<file path="src/rtl/adc_scan_pkg.sv">
`default_nettype none
// ============================================================================
// Module      : adc_scan_pkg
// Description : Shared types and constants for the ADC scan scheduler:
//               FSM state encoding, command field widths, command builder.
// Revision    : 1.0 - initial release
// ============================================================================
package adc_scan_pkg;

    // Command byte layout: {START, channel[2:0], mode/SGL/PD nibble}
    localparam int   CH_W      = 3;
    localparam int   CMD_LSB_W = 4;
    localparam int   CMD_W     = 1 + CH_W + CMD_LSB_W;
    localparam int   DATA_W    = 12;
    localparam logic CMD_START = 1'b1;

    typedef enum logic [2:0] {
        ST_IDLE  = 3'd0,
        ST_SEEK  = 3'd1,
        ST_START = 3'd2,
        ST_WAIT  = 3'd3,
        ST_NEXT  = 3'd4,
        ST_DONE  = 3'd5
    } scan_state_t;

    // Assemble the command byte sent to the SPI engine for one channel
    function automatic logic [CMD_W-1:0] make_cmd(
        input logic [CH_W-1:0]      ch,
        input logic [CMD_LSB_W-1:0] lsb
    );
        return {CMD_START, ch, lsb};
    endfunction

endpackage
`default_nettype wire

</file>
<file path="src/rtl/adc_scan_ctrl_scan_timer.sv">
`default_nettype none
// ============================================================================
// Module      : scan_timer
// Description : Free-running scan period counter. Emits a tick on the clock
//               where the count equals the programmed period, then wraps.
//               Held at zero while periodic scanning is disabled.
// Revision    : 1.0 - initial release
// ============================================================================
module scan_timer #(
    parameter int PER_W = 29
) (
    input  logic             clk_i,
    input  logic             rst_i,
    input  logic             enable_i,
    input  logic [PER_W-1:0] period_i,
    output logic             tick_o
);

    logic [PER_W-1:0] r_cnt;

    assign tick_o = enable_i && (r_cnt == period_i);

    // Period counter: clear while disabled, wrap on tick, otherwise count up
    always_ff @(posedge clk_i or negedge rst_i) begin
        if (!rst_i) begin
            r_cnt <= '0;
        end else if (!enable_i || tick_o) begin
            r_cnt <= '0;
        end else begin
            r_cnt <= r_cnt + 1'b1;
        end
    end

endmodule
`default_nettype wire

</file>
<file path="src/rtl/adc_scan_ctrl.sv">
`default_nettype none
// ============================================================================
// Module      : adc_scan_ctrl
// Description : Multi-channel scan scheduler in front of a single-channel SPI
//               ADC engine. On a periodic or one-shot trigger it converts
//               every enabled channel in ascending order and stores each
//               12-bit result in a per-channel register, with a watchdog
//               guarding each conversion.
// Revision    : 1.0 - initial release
// ============================================================================
module adc_scan_ctrl
    import adc_scan_pkg::*;
#(
    parameter int               NUM_CH  = 4,
    parameter logic [3:0]       CMD_LSB = 4'b0111,
    parameter int               PER_W   = 29,
    parameter int               TO_CYC  = 1023
) (
    input  logic                     clk_i,
    input  logic                     rst_i,
    input  logic                     enable_i,
    input  logic [PER_W-1:0]         period_i,
    input  logic                     single_i,
    input  logic [NUM_CH-1:0]        ch_mask_i,
    output logic                     strc_o,
    output logic [CMD_W-1:0]         cmd_o,
    input  logic                     eoc_i,
    input  logic [DATA_W-1:0]        dout_i,
    output logic [DATA_W*NUM_CH-1:0] data_o,
    output logic [NUM_CH-1:0]        valid_o,
    output logic [NUM_CH-1:0]        err_o,
    output logic                     scan_done_o,
    output logic                     busy_o,
    output logic                     overrun_o
);

    localparam int              c_WD_W    = $clog2(TO_CYC + 1);
    localparam logic [c_WD_W-1:0] c_TO_LIM  = TO_CYC[c_WD_W-1:0];
    localparam logic [CH_W-1:0] c_LAST_CH = CH_W'(NUM_CH - 1);

    scan_state_t         r_state;
    logic [CH_W-1:0]     r_ch;
    logic [NUM_CH-1:0]   r_mask;
    logic [NUM_CH-1:0]   r_wvalid;
    logic [NUM_CH-1:0]   r_werr;
    logic [c_WD_W-1:0]   r_wdog;
    logic [DATA_W-1:0]   r_data [NUM_CH];

    logic                r_single_q;
    logic                r_eoc_q;
    logic                r_eoc_rise;
    logic [DATA_W-1:0]   r_dout_q;

    logic                w_tick;
    logic                w_single_rise;
    logic                w_trigger;
    logic                w_ch_last;
    logic                w_ch_en;
    logic [NUM_CH-1:0]   w_ch_oh;

    scan_timer #(
        .PER_W (PER_W)
    ) u_scan_timer (
        .clk_i    (clk_i),
        .rst_i    (rst_i),
        .enable_i (enable_i),
        .period_i (period_i),
        .tick_o   (w_tick)
    );

    assign w_single_rise = single_i & ~r_single_q;
    assign w_trigger     = w_tick | w_single_rise;
    assign w_ch_last     = (r_ch == c_LAST_CH);

    // One-hot decode of the current channel and its mask bit
    always_comb begin
        w_ch_oh = '0;
        w_ch_en = 1'b0;
        for (int n = 0; n < NUM_CH; n++) begin
            if (r_ch == CH_W'(n)) begin
                w_ch_oh[n] = 1'b1;
                w_ch_en    = r_mask[n];
            end
        end
    end

    // Edge detectors; the eoc rise is registered together with its data
    // so the FSM acts on it one clock later with a stable result
    always_ff @(posedge clk_i or negedge rst_i) begin
        if (!rst_i) begin
            r_single_q <= 1'b0;
            r_eoc_q    <= 1'b0;
            r_eoc_rise <= 1'b0;
            r_dout_q   <= '0;
        end else begin
            r_single_q <= single_i;
            r_eoc_q    <= eoc_i;
            r_eoc_rise <= eoc_i & ~r_eoc_q;
            r_dout_q   <= dout_i;
        end
    end

    // Scan sequencer with registered outputs
    always_ff @(posedge clk_i or negedge rst_i) begin
        if (!rst_i) begin
            r_state     <= ST_IDLE;
            r_ch        <= '0;
            r_mask      <= '0;
            r_wvalid    <= '0;
            r_werr      <= '0;
            r_wdog      <= '0;
            strc_o      <= 1'b0;
            cmd_o       <= '0;
            valid_o     <= '0;
            err_o       <= '0;
            scan_done_o <= 1'b0;
            busy_o      <= 1'b0;
            overrun_o   <= 1'b0;
            for (int n = 0; n < NUM_CH; n++) begin
                r_data[n] <= '0;
            end
        end else begin
            strc_o      <= 1'b0;
            scan_done_o <= 1'b0;
            overrun_o   <= w_trigger && (r_state != ST_IDLE);

            case (r_state)
                ST_IDLE: begin
                    if (w_trigger) begin
                        r_mask   <= ch_mask_i;
                        r_wvalid <= '0;
                        r_werr   <= '0;
                        r_ch     <= '0;
                        busy_o   <= 1'b1;
                        r_state  <= ST_SEEK;
                    end
                end

                ST_SEEK: begin
                    if (w_ch_en) begin
                        r_state <= ST_START;
                    end else if (w_ch_last) begin
                        r_state <= ST_DONE;
                    end else begin
                        r_ch <= r_ch + 1'b1;
                    end
                end

                ST_START: begin
                    cmd_o   <= make_cmd(r_ch, CMD_LSB);
                    strc_o  <= 1'b1;
                    r_wdog  <= '0;
                    r_state <= ST_WAIT;
                end

                ST_WAIT: begin
                    if (r_eoc_rise) begin
                        for (int n = 0; n < NUM_CH; n++) begin
                            if (w_ch_oh[n]) begin
                                r_data[n] <= r_dout_q;
                            end
                        end
                        r_wvalid <= r_wvalid | w_ch_oh;
                        r_state  <= ST_NEXT;
                    end else if (r_wdog == c_TO_LIM) begin
                        // Slot keeps its previous result on timeout
                        r_werr  <= r_werr | w_ch_oh;
                        r_state <= ST_NEXT;
                    end else begin
                        r_wdog <= r_wdog + 1'b1;
                    end
                end

                ST_NEXT: begin
                    if (w_ch_last) begin
                        r_state <= ST_DONE;
                    end else begin
                        r_ch    <= r_ch + 1'b1;
                        r_state <= ST_SEEK;
                    end
                end

                ST_DONE: begin
                    valid_o     <= r_wvalid;
                    err_o       <= r_werr;
                    scan_done_o <= 1'b1;
                    busy_o      <= 1'b0;
                    r_state     <= ST_IDLE;
                end

                default: begin
                    r_state <= ST_IDLE;
                end
            endcase
        end
    end

    generate
        for (genvar g = 0; g < NUM_CH; g++) begin : g_pack
            assign data_o[DATA_W*g +: DATA_W] = r_data[g];
        end
    endgenerate

endmodule
`default_nettype wire

</file>
<file path="config.mk">
export PLATFORM = sky130hd
export DESIGN_NAME = adc_scan_ctrl
export DESIGN_NICKNAME = d
export VERILOG_FILES = /design/src/rtl/adc_scan_pkg.sv /design/src/rtl/adc_scan_ctrl_scan_timer.sv /design/src/rtl/adc_scan_ctrl.sv
export SDC_FILE = /design/constraint.sdc
export NUM_CORES = 1
export LEC_CHECK = 0
export ABC_CLOCK_PERIOD_IN_PS = 4250
export CAP_MARGIN = 0
export CORE_UTILIZATION = 58
export CTS_BUF_LIST = sky130_fd_sc_hd__clkbuf_2
export DETAILED_ROUTE_END_ITERATION = 12
export PLACE_DENSITY = 0.88
export SYNTH_ARGS = -nofsm -noshare
export SYNTH_HDL_FRONTEND = slang
export SYNTH_SLANG_ARGS = --single-unit
</file>
<file path="constraint.sdc">
create_clock -name clk_i -period 4.25 [get_ports clk_i]
set_clock_uncertainty 0.2 [all_clocks]
set_input_delay 1.275 -clock clk_i [delete_from_list [all_inputs] [get_ports clk_i]]
set_output_delay 1.275 -clock clk_i [all_outputs]
set_load 0.02 [all_outputs]
</file>
==> impl_results.md <==
- All-Layer GR Usage: 25.2%
- Full die area: 11000 µm²
- Power Total: between 4 and 5 mW
- Maximum number of pins on one net before global-route repair: 77
- Mapped Nets: 586
- EDFF count, synth: 0
- Post-cts gate resize count: 0
- Port buffer count: 116
- Slowest stage delay, CP: 0.63 ns
- Fillers: 706
- CP Cell Sequence: clkdlybuf4s50_1
- Commonest cells post-synth: 136 x dfrtp_1, 57 x xor2_1, 51 x mux2_2, 49 x nor2_1, 47 x nand2_1
- Maxcap violations: 0
- FF+latch count, synth: 136
- Post-route DRC: 0
- DR WL/cell: between 15 and 20 µm
- Mapped Area: 6160 µm²
- CTS Buf Count: 17
- # H-tree levels: 4
- Critical Path RT: around 2.8 ns
- Clock Pin Slew Worst Setup and Hold Paths: 0.17 ns
- CP bufs+invs: 1
- Status: finished clean
- Synth Instances: about 530
- XOR/XNOR share of the synthesized area: roughly 9.0%
- Grt total ovfl: 0
- Pwr dens: 562 nW/µm²
- Worst path arrival time: between 1.5 and 2 ns
- Worst-Margin Slew: 1.08 ns
- Primary FF master, synth: dfrtp_1
- Crit path kind: register to output port
- Vias per cell: 5.62
- Final setup fails: 0
- Vias: 4453
- Placer Congestion: 0.855
- Max-slew violation count: 0
- Top cells by area, synth: dfrtp_1 55%, mux2_2 9.3%, xor2_1 8.1%
- Clock tree from TritonCTS: built
- Row Count: 37
- Synth cell types: 54
- Count leader, synth: dfrtp_1
- Routed Antenna Nets: 0
- Area Growth Syn to Fin: 25.1%
- Largest family of logic cells by synthesized area: simple AND/OR/NAND/NOR gates
- Final hold slack: 0.219 ns
- Clock buffer depth: 2
- Synth async-reset ratio: 100%
- Layout cell share with drive strength beyond 1: between 15 and 20%
- Setup crit end kind: output port
- Dpl cells: 760
- Multiplexer share of the synthesized area: under 10%
- Avg Inst Size Synth: 11.6 µm²
- Core outline area: approximately 10000 µm²
- Initial Utilization: 59.6%
- RSZ-0062 raised after global routing: false
- Max Freq: 0.310 GHz
- First-pass GRT wire length: around 21 mm
- Antenna violations before repair: 0
- Die Y: 105 µm
- I/O pin total: 118
- Post-synthesis simple-gate area fraction: 16.7%
- Number of global-route vias before repair: 4408
- Final nets: 700
- Warnings from Yosys: 0
- Hold crit path type: register to register
- Router iterations before antenna repair: 4
- Top-area cell type share of the netlist area: a little under three fifths
- Normalized max-slew margin: 27.9%
- Setup TNS: 0 ns
- Critical Path Start Type: register
- Post-DP HPWL: 9.15 mm
- TritonCTS Sinks: 136
- Root Driver: clkbuf_2
- First DRT Iteration DRCs: 299
- Compound-Gate Fraction of Synth Area: 4.84%
- Post-CTS Setup Bufs: 0
- Synth area leader: dfrtp_1
- Register area share after synthesis: a little under three fifths
- Wirelength, routed: approximately 13 mm
- Clk_lat worst skew: 0.70 ns
- Chip width: 105 µm
- Final worst-path cycle share: 75.9%
- Slowest cell on crit path: clkdlybuf4s50_1
- Maximum vdd drop: 354 µV
- Critical path peak fanout: 5
- Delay-heaviest family, CP: buffers and inverters
- CTS Hold Bufs: 0
- Hold Vio Cnt, Final: 0
- Post-Synth Adder-Cell Area: 1.42%
- Post-Layout Cell Count: 792
- Crit path time final: 3.22 ns
- Leakage power: 3.52 nW
- ANT cells: 0
==> per-stage QoR <==
stage,cell area [µm²],util (%),worst slack [ns]
global route,7700,74.6,0.885
floorplan,6160,-,1.44
detailed placement,7380,71.5,0.652
global placement,7380,71.5,0.725
finish,7700,74.6,1.03
CTS,7700,74.6,0.947
==> cells in the final DEF, fill, tap and decap left out, types with 7 or more instances in the layout <==
cell	netlist	final
a31oi_1	10	10
and3_1	10	10
clkbuf_2	0	18
clkdlybuf4s50_1	0	115
dfrtp_1	136	136
ha_1	7	7
inv_1	8	8
mux2_2	51	51
nand2_1	47	47
nand3_1	25	25
nand4_1	12	12
nor2_1	49	49
or3_1	7	7
xor2_1	57	57
==> where the power goes <==
group / leakage, nW / switching (mW) / internal [mW]
clock network: 0.175 / 0.461 / 0.501
logic: 1.56 / 0.769 / 0.771
registers: 1.78 / 0.233 / 1.60
==> sequential cells by signal, indices dropped and copies added (netlist names), 3 cells and up <==
name,flops
r_wvalid,4
valid_o,4
r_mask,4
cmd_o,4
r_dout_q,12
r_state,3
r_wdog,10
err_o,4
u_scan_timer.r_cnt,29
r_ch,3
r_werr,4
data_o,48
==> cells by family after synthesis <==
logic type | count (synthesis)
adders and majority gates | 7
xor gates and xnor gates | 63
other | 1
DFF | 136
and+or+nand+nor | 195
buffers and inverters | 33
AOI/OAI and AO/OA | 40
muxes | 54
==> final timing paths <==
path | cells after the start | slack, ns | from | endpoint
max | 1 | 1.03 | cmd_o[2]$_DFFE_PN0P_ | cmd_o[0]
min | 1 | 0.22 | r_eoc_q$_DFF_PN0_ | r_eoc_rise$_DFF_PN0_
max reg2reg | 4 | 1.53 | r_state[1]$_DFFE_PN0P_ | data_o[16]$_DFFE_PN0P_
min reg2reg | 1 | 0.22 | r_eoc_q$_DFF_PN0_ | r_eoc_rise$_DFF_PN0_
max in group asynchronous | 2 | 2.58 | rst_i | u_scan_timer.r_cnt[15]$_DFF_PN0_
min in group asynchronous | 1 | 0.43 | rst_i | data_o[2]$_DFFE_PN0P_
==> area by class of cell <==
cell class	instances	area, µm²	area share [%]
clock inverter	14	229	2.97
clock buffer	18	90.1	1.17
multi-input combinational	360	2580	33.5
tap	136	170	2.21
inverter	9	33.8	0.439
sequential	136	3400	44.2
timing repair buffer	119	1190	15.5
==> routing by layer <==
| layer | share of wire, % | vias up | routed length [µm] | track usage (%) |
|---|---|---|---|---|
| met4 | 1.5 | 0 | 197 | 8.45 |
| met1 | 43 | 2225 | 5590 | 32.1 |
| met5 | 0 | - | 0 | 0 |
| li1 | - | 2070 | - | - |
| met2 | 50 | 143 | 6510 | 41.7 |
| met3 | 4.9 | 15 | 631 | 6.99 |
(Power assumes the default switching activity.)
